==> config.mk <==
export PLATFORM = sky130hd
export DESIGN_NAME = fifo_loopback_engine_flat
export DESIGN_NICKNAME = d
export VERILOG_FILES = /design/src/rtl/fifo_loopback_engine_pkg.sv /design/src/rtl/fifo_loopback_engine_if.sv /design/src/rtl/fifo_loopback_engine_pattern_gen.sv /design/src/rtl/fifo_loopback_engine.sv /design/src/flat_wrapper.sv
export SDC_FILE = /design/constraint.sdc
export NUM_CORES = 1
export LEC_CHECK = 0
export BUFFER_PORTS_ARGS = -buffer_cell sky130_fd_sc_hd__clkbuf_2
export CAP_MARGIN = 20
export CORE_ASPECT_RATIO = 1.2
export CORE_MARGIN = 4
export CORE_UTILIZATION = 57
export DETAILED_ROUTE_END_ITERATION = 7
export PLACE_DENSITY = 0.8
export SLEW_MARGIN = 30
export SYNTH_ARGS = -nofsm -noshare
export SYNTH_HDL_FRONTEND = slang
export SYNTH_SLANG_ARGS = --single-unit
==> constraint.sdc <==
create_clock -name clk -period 3 [get_ports clk]
set_clock_uncertainty 0.05 [all_clocks]
set_input_delay 0.15 -clock clk [delete_from_list [all_inputs] [get_ports clk]]
set_output_delay 0.15 -clock clk [all_outputs]
set_load 0.01 [all_outputs]
==> src/rtl/fifo_loopback_engine_pkg.sv <==
// Shared state and error encodings for the FIFO loopback engine.
package fifo_loopback_engine_pkg;

  typedef enum logic [3:0] {
    ST_IDLE   = 4'd0,
    ST_START  = 4'd1,
    ST_WRITE  = 4'd2,
    ST_READ   = 4'd3,
    ST_WAIT   = 4'd4,
    ST_CHECK  = 4'd5,
    ST_ERROR  = 4'd6,
    ST_FINISH = 4'd7
  } st_t;

  typedef enum logic [1:0] {
    ERR_NONE     = 2'd0,
    ERR_MISMATCH = 2'd1,
    ERR_WR_TMO   = 2'd2,
    ERR_RD_TMO   = 2'd3
  } err_t;

endpackage

==> src/rtl/fifo_loopback_engine_if.sv <==
// FIFO write/read port bundle between the loopback engine (master) and the FIFO under test (slave).
interface fifo_loopback_engine_if #(
  parameter int unsigned DATA_W = 8
);
  logic [DATA_W-1:0] wr_data;
  logic              wr_en;
  logic              wr_full;
  logic              rd_en;
  logic [DATA_W-1:0] rd_data;
  logic              rd_empty;

  modport master (
    output wr_data, wr_en, rd_en,
    input  wr_full, rd_data, rd_empty
  );

  modport slave (
    input  wr_data, wr_en, rd_en,
    output wr_full, rd_data, rd_empty
  );
endinterface

==> src/rtl/fifo_loopback_engine_pattern_gen.sv <==
// Word pattern generator: incrementing counter or right-shifting Galois LFSR, both seeded with SEED.
module pattern_gen #(
  parameter int unsigned        DATA_W = 8,
  parameter logic [DATA_W-1:0]  SEED   = DATA_W'(1),
  parameter logic [DATA_W-1:0]  TAPS   = DATA_W'(8'hB8)
) (
  input  logic              clk,
  input  logic              rst,
  input  logic              init,
  input  logic              step,
  input  logic              mode,
  output logic [DATA_W-1:0] value
);

  logic [DATA_W-1:0] lfsr_nxt;

  always_comb begin
    lfsr_nxt = value >> 1;
    if (value[0]) lfsr_nxt = lfsr_nxt ^ TAPS;
  end

  always_ff @(posedge clk) begin
    if (!rst)
      value <= '0;
    else if (init)
      value <= SEED;
    else if (step)
      value <= mode ? lfsr_nxt : value + DATA_W'(1);
  end

endmodule

==> src/rtl/fifo_loopback_engine.sv <==
// FIFO loopback test engine: writes a generated burst, reads it back and checks each word
// against a second, identically seeded generator; reports first failure and progress.
module fifo_loopback_engine
  import fifo_loopback_engine_pkg::*;
#(
  parameter int unsigned       DATA_W  = 8,
  parameter int unsigned       LEN_W   = 8,
  parameter int unsigned       TIMEOUT = 1024,
  parameter logic [DATA_W-1:0] SEED    = DATA_W'(1),
  parameter logic [DATA_W-1:0] TAPS    = DATA_W'(8'hB8)
) (
  input  logic                 clk,
  input  logic                 rst,
  input  logic                 start,
  input  logic                 mode,
  input  logic [LEN_W-1:0]     burst_len,
  output logic                 active,
  output st_t                  st,
  output logic                 done,
  output logic                 error,
  output err_t                 err_code,
  output logic [LEN_W-1:0]     err_index,
  output logic [DATA_W-1:0]    err_data,
  fifo_loopback_engine_if.master bus
);

  localparam int unsigned STALL_W = $clog2(TIMEOUT + 1);

  st_t               st_nxt;
  logic              mode_q;
  logic [LEN_W-1:0]  len_q;
  logic [LEN_W-1:0]  cnt;
  logic [STALL_W-1:0] stall;
  logic [DATA_W-1:0] wr_val;
  logic [DATA_W-1:0] exp_val;
  logic              wr_fire;
  logic              rd_fire;
  logic              stalled;
  logic              tmo;
  logic              mism;
  logic              last;
  logic              gen_init;
  logic              exp_step;

  always_comb begin
    stalled  = (st == ST_WRITE && bus.wr_full) || (st == ST_READ && bus.rd_empty);
    tmo      = stalled && (stall == STALL_W'(TIMEOUT - 1));
    mism     = (st == ST_CHECK) && (bus.rd_data != exp_val);
    last     = (cnt == len_q - LEN_W'(1));
    gen_init = (st == ST_START);
    exp_step = (st == ST_CHECK) && !mism;
  end

  pattern_gen #(
    .DATA_W (DATA_W),
    .SEED   (SEED),
    .TAPS   (TAPS)
  ) u_wr_gen (
    .clk   (clk),
    .rst   (rst),
    .init  (gen_init),
    .step  (wr_fire),
    .mode  (mode_q),
    .value (wr_val)
  );

  pattern_gen #(
    .DATA_W (DATA_W),
    .SEED   (SEED),
    .TAPS   (TAPS)
  ) u_exp_gen (
    .clk   (clk),
    .rst   (rst),
    .init  (gen_init),
    .step  (exp_step),
    .mode  (mode_q),
    .value (exp_val)
  );

  always_ff @(posedge clk) begin
    if (!rst) st <= ST_IDLE;
    else      st <= st_nxt;
  end

  always_comb begin
    st_nxt = st;
    case (st)
      ST_IDLE:   if (start) st_nxt = ST_START;
      ST_START:  st_nxt = (len_q == '0) ? ST_FINISH : ST_WRITE;
      ST_WRITE: begin
        if (tmo)                 st_nxt = ST_ERROR;
        else if (wr_fire && last) st_nxt = ST_READ;
      end
      ST_READ: begin
        if (tmo)          st_nxt = ST_ERROR;
        else if (rd_fire) st_nxt = ST_WAIT;
      end
      ST_WAIT:   st_nxt = ST_CHECK;
      ST_CHECK: begin
        if (mism)      st_nxt = ST_ERROR;
        else if (last) st_nxt = ST_FINISH;
        else           st_nxt = ST_READ;
      end
      ST_ERROR:  if (!start) st_nxt = ST_IDLE;
      ST_FINISH: st_nxt = ST_IDLE;
      default:   st_nxt = ST_IDLE;
    endcase
  end

  always_comb begin
    active      = (st != ST_IDLE);
    done        = (st == ST_FINISH);
    wr_fire     = (st == ST_WRITE) && !bus.wr_full;
    rd_fire     = (st == ST_READ) && !bus.rd_empty;
    bus.wr_en   = wr_fire;
    bus.rd_en   = rd_fire;
    bus.wr_data = wr_val;
  end

  // One word counter serves both phases: it restarts when the last word is written.
  always_ff @(posedge clk) begin
    if (!rst) begin
      mode_q    <= 1'b0;
      len_q     <= '0;
      cnt       <= '0;
      stall     <= '0;
      error     <= 1'b0;
      err_code  <= ERR_NONE;
      err_index <= '0;
      err_data  <= '0;
    end else begin
      if (st_nxt != st || !stalled) stall <= '0;
      else                          stall <= stall + STALL_W'(1);

      case (st)
        ST_IDLE: begin
          if (start) begin
            mode_q    <= mode;
            len_q     <= burst_len;
            error     <= 1'b0;
            err_code  <= ERR_NONE;
            err_index <= '0;
            err_data  <= '0;
          end
        end
        ST_START: cnt <= '0;
        ST_WRITE: begin
          if (wr_fire) cnt <= last ? '0 : cnt + LEN_W'(1);
        end
        ST_CHECK: begin
          if (mism) begin
            error     <= 1'b1;
            err_code  <= ERR_MISMATCH;
            err_index <= cnt;
            err_data  <= bus.rd_data;
          end else if (!last) begin
            cnt <= cnt + LEN_W'(1);
          end
        end
        default: ;
      endcase

      if (tmo) begin
        error     <= 1'b1;
        err_code  <= (st == ST_WRITE) ? ERR_WR_TMO : ERR_RD_TMO;
        err_index <= cnt;
        err_data  <= '0;
      end
    end
  end

endmodule

==> src/flat_wrapper.sv <==
// flat-port wrapper written by rule: the top's interface ports become plain ports
module fifo_loopback_engine_flat import fifo_loopback_engine_pkg::*;
#(
  parameter int unsigned       DATA_W  = 8,
  parameter int unsigned       LEN_W   = 8,
  parameter int unsigned       TIMEOUT = 1024,
  parameter logic [DATA_W-1:0] SEED    = DATA_W'(1),
  parameter logic [DATA_W-1:0] TAPS    = DATA_W'(8'hB8)
)
  (clk, rst, start, mode, burst_len, active, st, done, error, err_code, err_index, err_data, bus_wr_data, bus_wr_en, bus_rd_en, bus_wr_full, bus_rd_data, bus_rd_empty);
  fifo_loopback_engine_if #(.DATA_W(DATA_W)) bus_i ();
  input  logic clk;
  input  logic rst;
  input  logic start;
  input  logic mode;
  input  logic [LEN_W-1:0] burst_len;
  output logic active;
  output st_t st;
  output logic done;
  output logic error;
  output err_t err_code;
  output logic [LEN_W-1:0] err_index;
  output logic [DATA_W-1:0] err_data;
  output wire logic [$bits(bus_i.wr_data)-1:0] bus_wr_data;
  output wire logic [$bits(bus_i.wr_en)-1:0] bus_wr_en;
  output wire logic [$bits(bus_i.rd_en)-1:0] bus_rd_en;
  input wire logic [$bits(bus_i.wr_full)-1:0] bus_wr_full;
  input wire logic [$bits(bus_i.rd_data)-1:0] bus_rd_data;
  input wire logic [$bits(bus_i.rd_empty)-1:0] bus_rd_empty;
  assign bus_wr_data = bus_i.wr_data;
  assign bus_wr_en = bus_i.wr_en;
  assign bus_rd_en = bus_i.rd_en;
  assign bus_i.wr_full = bus_wr_full;
  assign bus_i.rd_data = bus_rd_data;
  assign bus_i.rd_empty = bus_rd_empty;
  fifo_loopback_engine #(.DATA_W(DATA_W), .LEN_W(LEN_W), .TIMEOUT(TIMEOUT), .SEED(SEED), .TAPS(TAPS)) u_core (.clk(clk), .rst(rst), .start(start), .mode(mode), .burst_len(burst_len), .active(active), .st(st), .done(done), .error(error), .err_code(err_code), .err_index(err_index), .err_data(err_data), .bus(bus_i));
endmodule
==> flow_summary.toml <==
[yosys]
synth_edf_count = 0
syn_nets = 478
ys_ff_latch = 67
synthTopCellsByArea = "dfxtp_1, a21oi_1, nand2_1"
syn_inst = 450
async_reset_ff_share_pct = 0
synth_flop_cell = "dfxtp_1"
ys_seq_area_share_pct = 37.33
ys_types = 61
syn_area_sq_mm = 0.003593
synth_warnings = 0
synth_top_area_share_pct = 37.33
synth_area_leader_cell = "dfxtp_1"
syn_avg_cell_area_sq_um = 7.985

[die]
die_x_um = 80.48
die_h_um = 94.98
core_sq_mm = 0.006090
die_area_sq_mm = 0.007644
initial_core_util_pct = 59.01
pin_count = 57
num_rows = 31

[power_and_ir_drop]
intPower_mw = 1.384
total_power_mw = 1.850
switching_share_pct = 25.19
leakagePower_nw = 1.580
clkPwrFrac_pct = 40.1
p_seq_share_pct = 50.2
combPwrFrac_pct = 9.6
max-vdd-ir-drop_mv = 0.3012
power_density_mw_per_mm2 = 441.1
switching_power_mw = 0.4659

[grt]
grt_use_total_pct = 22.96
grt_max_degree = 38
first_global_vias = 3145
grt_pass1_wl_mm = 13.90
antenna_found_initial = 0
grt_overflow = 0

[critical_path]
crit_family = "compound AO/OA/AOI/OAI gates"
path_cells = "inv_1 -> ha_1 -> o21ba_1 -> a221oi_1 -> a41oi_1 -> or4_4 -> o21ai_4 -> o21ai_0 -> a21oi_1"
worstPathArrival_ns = 2.91
crit_cells = 9
critPathMaxFanout = 12
critPathMaxStageDelay_ns = 0.46
worstSetupPathType = "reg2reg"
worst-path-buf-inv = 1
r2r_cells = 9
crit_path_end_kind = "register"
cpMaxStageDelayCell = "or4_4"
critPathLaunchType = "register"
cp.required_ns = 3.22

[timing]
period_needed_ns = 2.693
slew_violations = 0
relSlewSlack_pct = 58.65
worstMarginPinSlew_ns = 0.6203
fmax_ghz = 0.3713
finalHoldViolations = 0
finalSetupViolCount = 0
post-route-period-util_pct = 89.77

[route]
dr.pass1.iters = 4
drt_wl_total_mm = 8.349
drc = 0
wl_per_cell_um = 14.03
vias_per_cell = 5.699
dr.first_iter.drc_count = 173
dr_total_vias = 3391
ant_nets = 0

[placed_design]
dpl.hpwl_mm = 5.801
routabilityCongestion = 0.8038
port_buffers = 56
placed_area_sq_mm = 0.003831

[clocking]
cts_tree = "built"
cts_buffers = 9
worstSkewPairLatency_ns = 0.34
clockBufferDepth = 2
clock_sinks = 67
cts_setup_buffers = 0
cts-root-buf = "clkbuf_8"
h-tree-depth = 3
path_clk_slew_ns = 0.07

[final_layout]
drive_above_1_share_pct = 18.13
multi_input_area_sq_mm = 0.002049
seqCellArea_sq_mm = 0.001343
final_cell_area_sq_mm = 0.004193
fin_util_pct = 68.85
syn_to_final_growth_pct = 16.68
fillers = 524
diodes = 0
nets = 536

[min_path]
min_path_cells = 3
hp-class = "in2reg"

[job]
cap_violations = 0

[status]
status = "complete, no violations"
repair_timing:
item | in CTS | in global routing
endpoints found under the hold margin | 16 | 0
endpoints found under the setup margin | 0 | 1
hold buffers | 16 | 0
gates resized for setup | 0 | 1
tightest hold or removal path, stage by stage:
cell,delay (ns)
clkbuf_2,0.10
nand2_1,0.06
a21oi_1,0.05
metal layers:
layer | vias to the layer above | part of all wire, % | GRT usage [%]
met2 | 75 | 52 | 40.33
met3 | 19 | 3.5 | 5.057
met4 | 0 | 2.7 | 11.13
li1 | 1694 | - | -
met5 | - | 0 | 0
met1 | 1603 | 42 | 26.03
cells in the mapped netlist, drive strengths merged, types with 5 or more instances:
cell    instances
dfxtp          67
nand2          58
a21oi          50
nor2           45
nand3          34
xor2           21
o21ai          19
buf            15
clkbuf         14
xnor2          14
nor3           12
inv             9
nand2b          7
a211oi          6
and3            6
ha              6
nor4            6
a22oi           5
and2            5
or3             5
layout make-up:
cell class | count | share of cell area [%]
Multi-Input combinational cell | 345 | 48.88
Clock buffer | 11 | 3.372
Timing Repair Buffer | 76 | 11.22
Sequential cell | 67 | 32.02
Inverter | 9 | 0.8057
Clock inverter | 5 | 1.253
Tap cell | 82 | 2.447
sequential cells by signal (all words and copies together) (netlist names):
signal / count
u_core.cnt: 8
u_core.u_exp_gen.value: 8
u_core.mode_q: 1
u_core.stall: 11
u_core.error: 1
u_core.err_code: 2
u_core.err_index: 8
u_core.err_data: 8
u_core.st: 4
u_core.len_q: 8
u_core.u_wr_gen.value: 8
power by group through the flow:
| stage | Clock, mW | Sequential [mW] | Combinational (mW) |
|---|---|---|---|
| after floorplan | 0 | 0.933 | 0.131 |
| after global placement | 0 | 0.948 | 0.155 |
| after detailed placement | 0 | 0.949 | 0.159 |
| after CTS | 0.760 | 0.929 | 0.176 |
| after global routing | 0.795 | 0.932 | 0.199 |
| final | 0.742 | 0.929 | 0.178 |
layout by cell type, fill, tap and decap left out, types with 4 or more instances in the layout:
cell           instances
a221oi_1               4
nand2_1               58
and3_1                 6
xor2_1                21
nor3_1                12
xnor2_1               14
a211oi_1               6
a22oi_1                5
nand3_1               34
o21ai_1                7
nand2b_1               7
inv_1                  8
clkbuf_2              56
or3_1                  4
a21oi_1               49
and2_1                 4
dfxtp_1               66
ha_1                   6
dlygate4sd3_1         16
o21ai_0               11
mux2i_1                4
nor2_1                45
clkbuf_8              10
buf_4                  4
cell families (layout without fill, tap and decap cells):
kind of cell / Yosys count / in the layout / synth area share [%]
and+or+nand+nor: 190 / 190 / 26.04
adders and majority gates: 6 / 6 / 2.089
other: 1 / 1 / 0.1044
xor gates and xnor gates: 35 / 35 / 8.531
AOI/OAI and AO/OA: 107 / 107 / 18.32
DFF: 67 / 67 / 37.33
buffers and inverters: 38 / 101 / 5.849
muxes: 6 / 6 / 1.741
worst paths after layout:
| path | startpoint | to | slack [ns] |
|---|---|---|---|
| min reg2reg | u_core.stall[0] | u_core.stall[0] | 0.39 |
| max | u_core.len_q[0] | u_core.cnt[4] | 0.31 |
| min | bus_rd_data[7] | u_core.err_data[7] | 0.02 |
| max reg2reg | u_core.len_q[0] | u_core.cnt[4] | 0.31 |
per-stage QoR:
step           setup TNS (ns)  hold slack (ns)  std cells  setup WS [ns]
2_1_floorplan               0           0.2175        450         0.5907
3_3_place_gp                0           0.3226        563         0.3712
3_5_place_dp                0           0.3281        563         0.2249
4_1_cts                     0         0.003378        595         0.1813
5_1_grt              -0.05741          0.02319        595       -0.02391
6_report                    0          0.01516        595         0.3070
No activity file was read; power rests on OpenSTA's default activity.
